[src/rtl/seq_match_event_counter_pkg.sv]
// seq_match_event_counter_pkg
//   Shared definitions for the match event counter slice. Holds the FSM state
//   encoding and the default widths used by the top-level parameters.
package seq_match_event_counter_pkg;

    localparam int unsigned DEFAULT_CNT_W = 8;
    localparam int unsigned DEFAULT_WIN_W = 16;
    localparam int unsigned DEFAULT_TS_W  = 32;

    typedef enum logic [1:0] {
        IDLE  = 2'b00,
        RUN   = 2'b01,
        ALARM = 2'b10
    } state_e;

endpackage

[src/rtl/seq_match_event_counter_sat.sv]
// seq_sat_counter
//   Parameterised up-counter with synchronous clear and optional saturation.
//   Ports:
//     clk      in   clock (rising edge)
//     rst      in   asynchronous active-high reset, count returns to 0
//     clr_i    in   synchronous clear, wins over inc_i
//     inc_i    in   increment request
//     count_o  out  current count (W bits)
//   SATURATE=1 holds the count at all-ones; SATURATE=0 wraps.
module seq_sat_counter #(
    parameter int unsigned W        = 8,
    parameter bit          SATURATE = 1'b1
) (
    input  logic         clk,
    input  logic         rst,
    input  logic         clr_i,
    input  logic         inc_i,
    output logic [W-1:0] count_o
);

    logic [W-1:0] count_q;
    logic [W-1:0] count_d;

    always_comb begin
        count_d = count_q;
        if (clr_i) begin
            count_d = '0;
        end else if (inc_i && !(SATURATE && (count_q == '1))) begin
            count_d = count_q + W'(1);
        end
    end

    always_ff @(posedge clk or posedge rst) begin
        if (rst) begin
            count_q <= '0;
        end else begin
            count_q <= count_d;
        end
    end

    assign count_o = count_q;

endmodule

[src/rtl/seq_match_event_counter.sv]
// seq_match_event_counter
//   Turns the level output of a Moore sequence detector into single-cycle match
//   events, counts them per programmable window, raises a sticky alarm when the
//   per-window count reaches a threshold, and keeps a saturating lifetime count.
//   Ports:
//     clk            in   clock (rising edge)
//     rst            in   asynchronous active-high reset
//     det_in         in   detector level
//     en             in   enable windowed monitoring
//     clr            in   synchronous clear of counters, alarm and FSM
//     window_len     in   window length in cycles (0 = never closes)
//     threshold      in   alarm threshold (0 = alarm disabled)
//     match_pulse    out  registered one-cycle pulse per rising edge of det_in
//     win_count      out  events in the current window (saturating)
//     total_count    out  lifetime events (saturating)
//     window_done    out  one-cycle pulse when a window closes without alarm
//     alarm          out  sticky alarm flag
//     last_match_ts  out  timestamp of the latest event
//   Build option: define MATCH_TIMESTAMP_EN to build the free-running timestamp
//   counter; otherwise last_match_ts is tied to 0.
module seq_match_event_counter
    import seq_match_event_counter_pkg::*;
#(
    parameter int unsigned CNT_W = DEFAULT_CNT_W,
    parameter int unsigned WIN_W = DEFAULT_WIN_W,
    parameter int unsigned TS_W  = DEFAULT_TS_W
) (
    input  logic             clk,
    input  logic             rst,
    input  logic             det_in,
    input  logic             en,
    input  logic             clr,
    input  logic [WIN_W-1:0] window_len,
    input  logic [CNT_W-1:0] threshold,
    output logic             match_pulse,
    output logic [CNT_W-1:0] win_count,
    output logic [CNT_W-1:0] total_count,
    output logic             window_done,
    output logic             alarm,
    output logic [TS_W-1:0]  last_match_ts
);

    state_e           state_q, state_d;
    logic             det_q;
    logic             rise;
    logic             match_pulse_q;
    logic             window_done_q, window_done_d;
    logic             alarm_q, alarm_d;
    logic [WIN_W-1:0] win_cnt_q, win_cnt_d;
    logic             win_clr, win_inc;
    logic [CNT_W-1:0] win_post;
    logic             win_last;

    // det_q resets high so a level already present at reset release is not an event.
    assign rise = det_in & ~det_q;

    // Window count as it would be after this cycle's rise, saturating.
    assign win_post = (rise && (win_count != '1)) ? win_count + CNT_W'(1) : win_count;
    assign win_last = (window_len != '0) && (win_cnt_q == window_len - WIN_W'(1));

    // Priority in RUN: alarm, then window close, then en drop, then normal count.
    always_comb begin
        state_d       = state_q;
        win_cnt_d     = win_cnt_q;
        alarm_d       = alarm_q;
        window_done_d = 1'b0;
        win_clr       = 1'b0;
        win_inc       = 1'b0;
        if (clr) begin
            state_d   = IDLE;
            win_cnt_d = '0;
            win_clr   = 1'b1;
            alarm_d   = 1'b0;
        end else begin
            unique case (state_q)
                IDLE: begin
                    win_cnt_d = '0;
                    win_clr   = 1'b1;
                    if (en) begin
                        state_d = RUN;
                    end
                end
                RUN: begin
                    if ((threshold != '0) && (win_post >= threshold)) begin
                        state_d = ALARM;
                        alarm_d = 1'b1;
                        win_inc = rise;
                    end else if (win_last) begin
                        window_done_d = 1'b1;
                        win_cnt_d     = '0;
                        win_clr       = 1'b1;
                        state_d       = en ? RUN : IDLE;
                    end else if (!en) begin
                        state_d   = IDLE;
                        win_cnt_d = '0;
                        win_clr   = 1'b1;
                    end else begin
                        win_cnt_d = win_cnt_q + WIN_W'(1);
                        win_inc   = rise;
                    end
                end
                ALARM: begin
                    // Only clr or rst leave ALARM; counters are frozen.
                end
                default: begin
                    state_d = IDLE;
                end
            endcase
        end
    end

    always_ff @(posedge clk or posedge rst) begin
        if (rst) begin
            state_q       <= IDLE;
            det_q         <= 1'b1;
            match_pulse_q <= 1'b0;
            window_done_q <= 1'b0;
            alarm_q       <= 1'b0;
            win_cnt_q     <= '0;
        end else begin
            state_q       <= state_d;
            det_q         <= det_in;
            match_pulse_q <= rise;
            window_done_q <= window_done_d;
            alarm_q       <= alarm_d;
            win_cnt_q     <= win_cnt_d;
        end
    end

    seq_sat_counter #(
        .W        (CNT_W),
        .SATURATE (1'b1)
    ) u_total_cnt (
        .clk     (clk),
        .rst     (rst),
        .clr_i   (clr),
        .inc_i   (rise),
        .count_o (total_count)
    );

    seq_sat_counter #(
        .W        (CNT_W),
        .SATURATE (1'b1)
    ) u_win_cnt (
        .clk     (clk),
        .rst     (rst),
        .clr_i   (win_clr),
        .inc_i   (win_inc),
        .count_o (win_count)
    );

`ifdef MATCH_TIMESTAMP_EN
    logic [TS_W-1:0] ts_q;
    logic [TS_W-1:0] last_ts_q, last_ts_d;

    always_comb begin
        last_ts_d = last_ts_q;
        if (clr) begin
            last_ts_d = '0;
        end else if (rise) begin
            last_ts_d = ts_q;
        end
    end

    always_ff @(posedge clk or posedge rst) begin
        if (rst) begin
            ts_q      <= '0;
            last_ts_q <= '0;
        end else begin
            ts_q      <= ts_q + TS_W'(1);
            last_ts_q <= last_ts_d;
        end
    end

    assign last_match_ts = last_ts_q;
`else
    assign last_match_ts = '0;
`endif

    assign match_pulse = match_pulse_q;
    assign window_done = window_done_q;
    assign alarm       = alarm_q;

endmodule

[config.mk]
export PLATFORM = sky130hd
export DESIGN_NAME = seq_match_event_counter
export DESIGN_NICKNAME = d
export VERILOG_FILES = /design/src/rtl/seq_match_event_counter_pkg.sv /design/src/rtl/seq_match_event_counter_sat.sv /design/src/rtl/seq_match_event_counter.sv
export SDC_FILE = /design/constraint.sdc
export NUM_CORES = 1
export LEC_CHECK = 0
export CORE_MARGIN = 2
export CORE_UTILIZATION = 45
export DETAILED_ROUTE_END_ITERATION = 16
export GPL_ROUTABILITY_DRIVEN = 0
export PLACE_DENSITY = 0.84
export SLEW_MARGIN = 25
export SYNTH_ARGS = -nofsm -noshare
export SYNTH_HDL_FRONTEND = slang
export SYNTH_SLANG_ARGS = --single-unit
[constraint.sdc]
create_clock -name clk -period 3.62 [get_ports clk]
set_input_delay 1.086 -clock clk [delete_from_list [all_inputs] [get_ports clk]]
set_output_delay 1.086 -clock clk [all_outputs]
set_load 0.005 [all_outputs]
==> results.toml <==
[min_path]
hold_start = "win_cnt_q[15]"
hold-path-endpoint = "win_cnt_q[15]"
hold_class = "reg2reg"
worstHoldPathCells = 1

[floorplanning]
die_width_um = 88.20
num_rows = 30
start_util = 0.4670
die_area_um2 = 7779
coreArea_um2 = 6832
chipHeight_um = 88.20
io_pins = 80

[cts]
cts_tree = "done"
h-tree-depth = 2
worstSkewPairLatency_ns = 0.29
cts.clk_slew.worst_paths_ns = 0.08
numCtsBuffers = 5
cts_hold_buf = 0
cts_buffer_depth = 2
cts_sinks = 38
cts-root-buf = "clkbuf_8"

[global_route]
grt_pass1_vias = 2903
grt_max_degree = 39
overflow = 0
grt_pass1_wl_um = 12610
antenna_found_initial = 0
track_usage = 0.2001

[sta]
clock_skew_ns = 0.004847
finalSetupViolations = 0
fin_ws_ns = 0.02545
min_period_ns = 3.595
slew_violations = 0
finalHoldViolCount = 0
fmax_mhz = 278.2
slew_headroom = 0.5870
worst_pin_slew_ns = 0.6039
final.period_utilization = 0.9930

[drt]
drtPass1Iterations = 4
first_iter_violations = 227
via_per_inst = 5.454
drcViolationCount = 0
wirelength_um = 8226
ant_nets = 0
routed-via-count = 3038
wire_per_inst_um = 14.77

[layout]
antennaDiodeCount = 0
drive_gt1_frac = 0.2495
final-seq-area_um2 = 952.2
multi_input_area_um2 = 2111
syn_to_final_growth_pct = 33.45
nets = 501
stdcell_area_um2 = 4258
n_fill_cell = 564

[setup_path]
crit_fanout = 6
regToRegSetupSlack_ns = 0.16
cp.arrival_ns = 3.77
r2r_end = "win_cnt_q[3]"
cp_data_required_time_ns = 3.80
reg2reg_from = "u_win_cnt.count_o[0]"
r2r_cells = 15
worstSetupPathType = "in2reg"
cp-end-kind = "flop"
worstSetupStartpointType = "primary input"

[status]
status = "complete, no violations"

[placed_design]
detailed_place_hpwl_um = 5482
portBuffers = 47
dpl_cell_area_um2 = 3867
dpl_worst_slack_ns = -0.6184

[power_and_ir_drop]
vdd_drop_max_v = 0.0001892
power_leakage_nw = 1.854
p_int_mw = 0.6614
p_per_area_nw_per_um2 = 213.4
p_seq_frac = 0.475
p_switching_mw = 0.2470
power_frac_clock = 0.341
combPwrFrac = 0.184
fin_total_pwr_mw = 0.9085
swShare = 0.2719

[logic_synthesis]
synth_fa_ha_area_frac = 0.04706
ys_warn_count = 0
avgSynthCellArea_um2 = 8.694
synthFlopType = "dfrtp_1"
yosysMostFrequentCell = "dfrtp_1"
synthTopCellsByArea = "dfrtp_1, buf_4, xnor2_1"
synth_common_cells = "dfrtp_1, buf_4, nand2_1"
synth_mux_area_frac = 0.01294
yosys.area.top_type_share = 0.2902
synth_edf_count = 0
synth_top_family_by_area = "simple AND/OR/NAND/NOR gates"
synth-compound-area-share = 0.1725
yosys_register_bits = 38
yosysUniqueCellTypes = 60
yosysTopAreaCell = "dfrtp_1"
synth_xor_area_frac = 0.09608
synth_simple_gate_area_frac = 0.2439
synth_cells = 367
seq_area_frac_synth = 0.2984
syn_area_um2 = 3191
ys_async_sr_fraction = 1.000

[job]
cap_violations = 0
-- critical path, cell delays in order --
cell and delay (ns):
buf_6 0.10, inv_4 0.05, ha_4 0.12, or4b_4 0.49, buf_6 0.14, nor4_4 0.25
xnor2_1 0.14, nand4_1 0.19, a2111oi_4 0.37, buf_6 0.18, nor2_4 0.04, o31ai_4 0.35
clkbuf_16 0.22, a21oi_2 0.03
-- how the worst max path moves through the flow --
stage | from | endpoint | slack, ns | cells past startpoint
3_5_place_dp | window_len[0] | u_win_cnt.count_o[7] | -0.62 | 11
5_1_grt | window_len[1] | u_win_cnt.count_o[7] | -0.07 | 14
2_1_floorplan | window_len[0] | u_win_cnt.count_o[3] | 0.01 | 11
6_report | window_len[1] | u_win_cnt.count_o[7] | 0.03 | 14
3_3_place_gp | window_len[0] | u_win_cnt.count_o[4] | -0.53 | 11
4_1_cts | window_len[9] | win_cnt_q[4] | -0.04 | 9
-- layout make-up --
type	count	area share
inverter	19	0.01793
timing repair buffer	99	0.2122
clock inverter	2	0.002939
multi-input combinational	297	0.4957
clock buffer	6	0.01939
tap	96	0.02821
sequential	38	0.2236
-- power groups by stage --
stage	clock [mW]	sequential (mW)	combinational [mW]
global route	0.331	0.432	0.184
finish	0.310	0.431	0.167
global placement	0	0.439	0.145
detailed placement	0	0.439	0.149
CTS	0.313	0.431	0.153
floorplan	0	0.439	0.102
-- sequential cells by signal, summed over array words and instances (netlist names) --
signal               cells
alarm                    1
win_cnt_q               16
state_q                  2
det_q                    1
u_total_cnt.count_o      8
u_win_cnt.count_o        8
window_done              1
match_pulse              1
-- logic make-up (layout without fill, tap and decap cells) --
kind of cell / count (synthesis) / in the layout
mux: 4 / 4
other cells: 1 / 32
xor+xnor: 35 / 35
fa+ha+maj: 12 / 12
buf+inv: 64 / 126
flops: 38 / 38
compound gates: 73 / 74
simple gates: 140 / 140
-- through the flow --
| stage | TNS [ns] | cells | hold WS, ns | utilization |
|---|---|---|---|---|
| after floorplan | 0 | 398 | 0.4758 | - |
| after global placement | -12.09 | 534 | 0.4921 | 0.5661 |
| after detailed placement | -13.80 | 534 | 0.4988 | 0.5661 |
| after CTS | -0.05195 | 546 | 0.5092 | 0.5956 |
| after global routing | -0.5567 | 557 | 0.5419 | 0.6233 |
| final | 0 | 557 | 0.5014 | 0.6233 |
-- layer usage --
| metal | wire length, um | track usage | part of all wire |
|---|---|---|---|
| met5 | 0 | 0 | 0 |
| met4 | 153 | 0.05096 | 0.019 |
| met3 | 412 | 0.03110 | 0.050 |
| met2 | 4230 | 0.3630 | 0.51 |
| met1 | 3430 | 0.2475 | 0.42 |
-- what timing repair did --
| action | in CTS | in global routing |
|---|---|---|
| hold endpoints to repair | 0 | 0 |
| buffers inserted | 3 | 11 |
| resized for setup | 39 | 35 |
| gates cloned | 1 | 1 |
| setup endpoints to repair | 25 | 23 |
| pin swaps | 29 | 20 |
-- layout by cell type (no fill, tap or decap), types with 13 or more instances in the layout --
| cell | instances |
|---|---|
| o21ai_1 | 14 |
| inv_1 | 17 |
| nor2_1 | 18 |
| conb_1 | 32 |
| nand3_1 | 14 |
| dfrtp_1 | 37 |
| xor2_1 | 15 |
| clkdlybuf4s50_1 | 33 |
| xnor2_1 | 20 |
| buf_4 | 44 |
| nor3_1 | 13 |
| nand2_1 | 27 |
No activity file was read; power rests on OpenSTA's default activity.
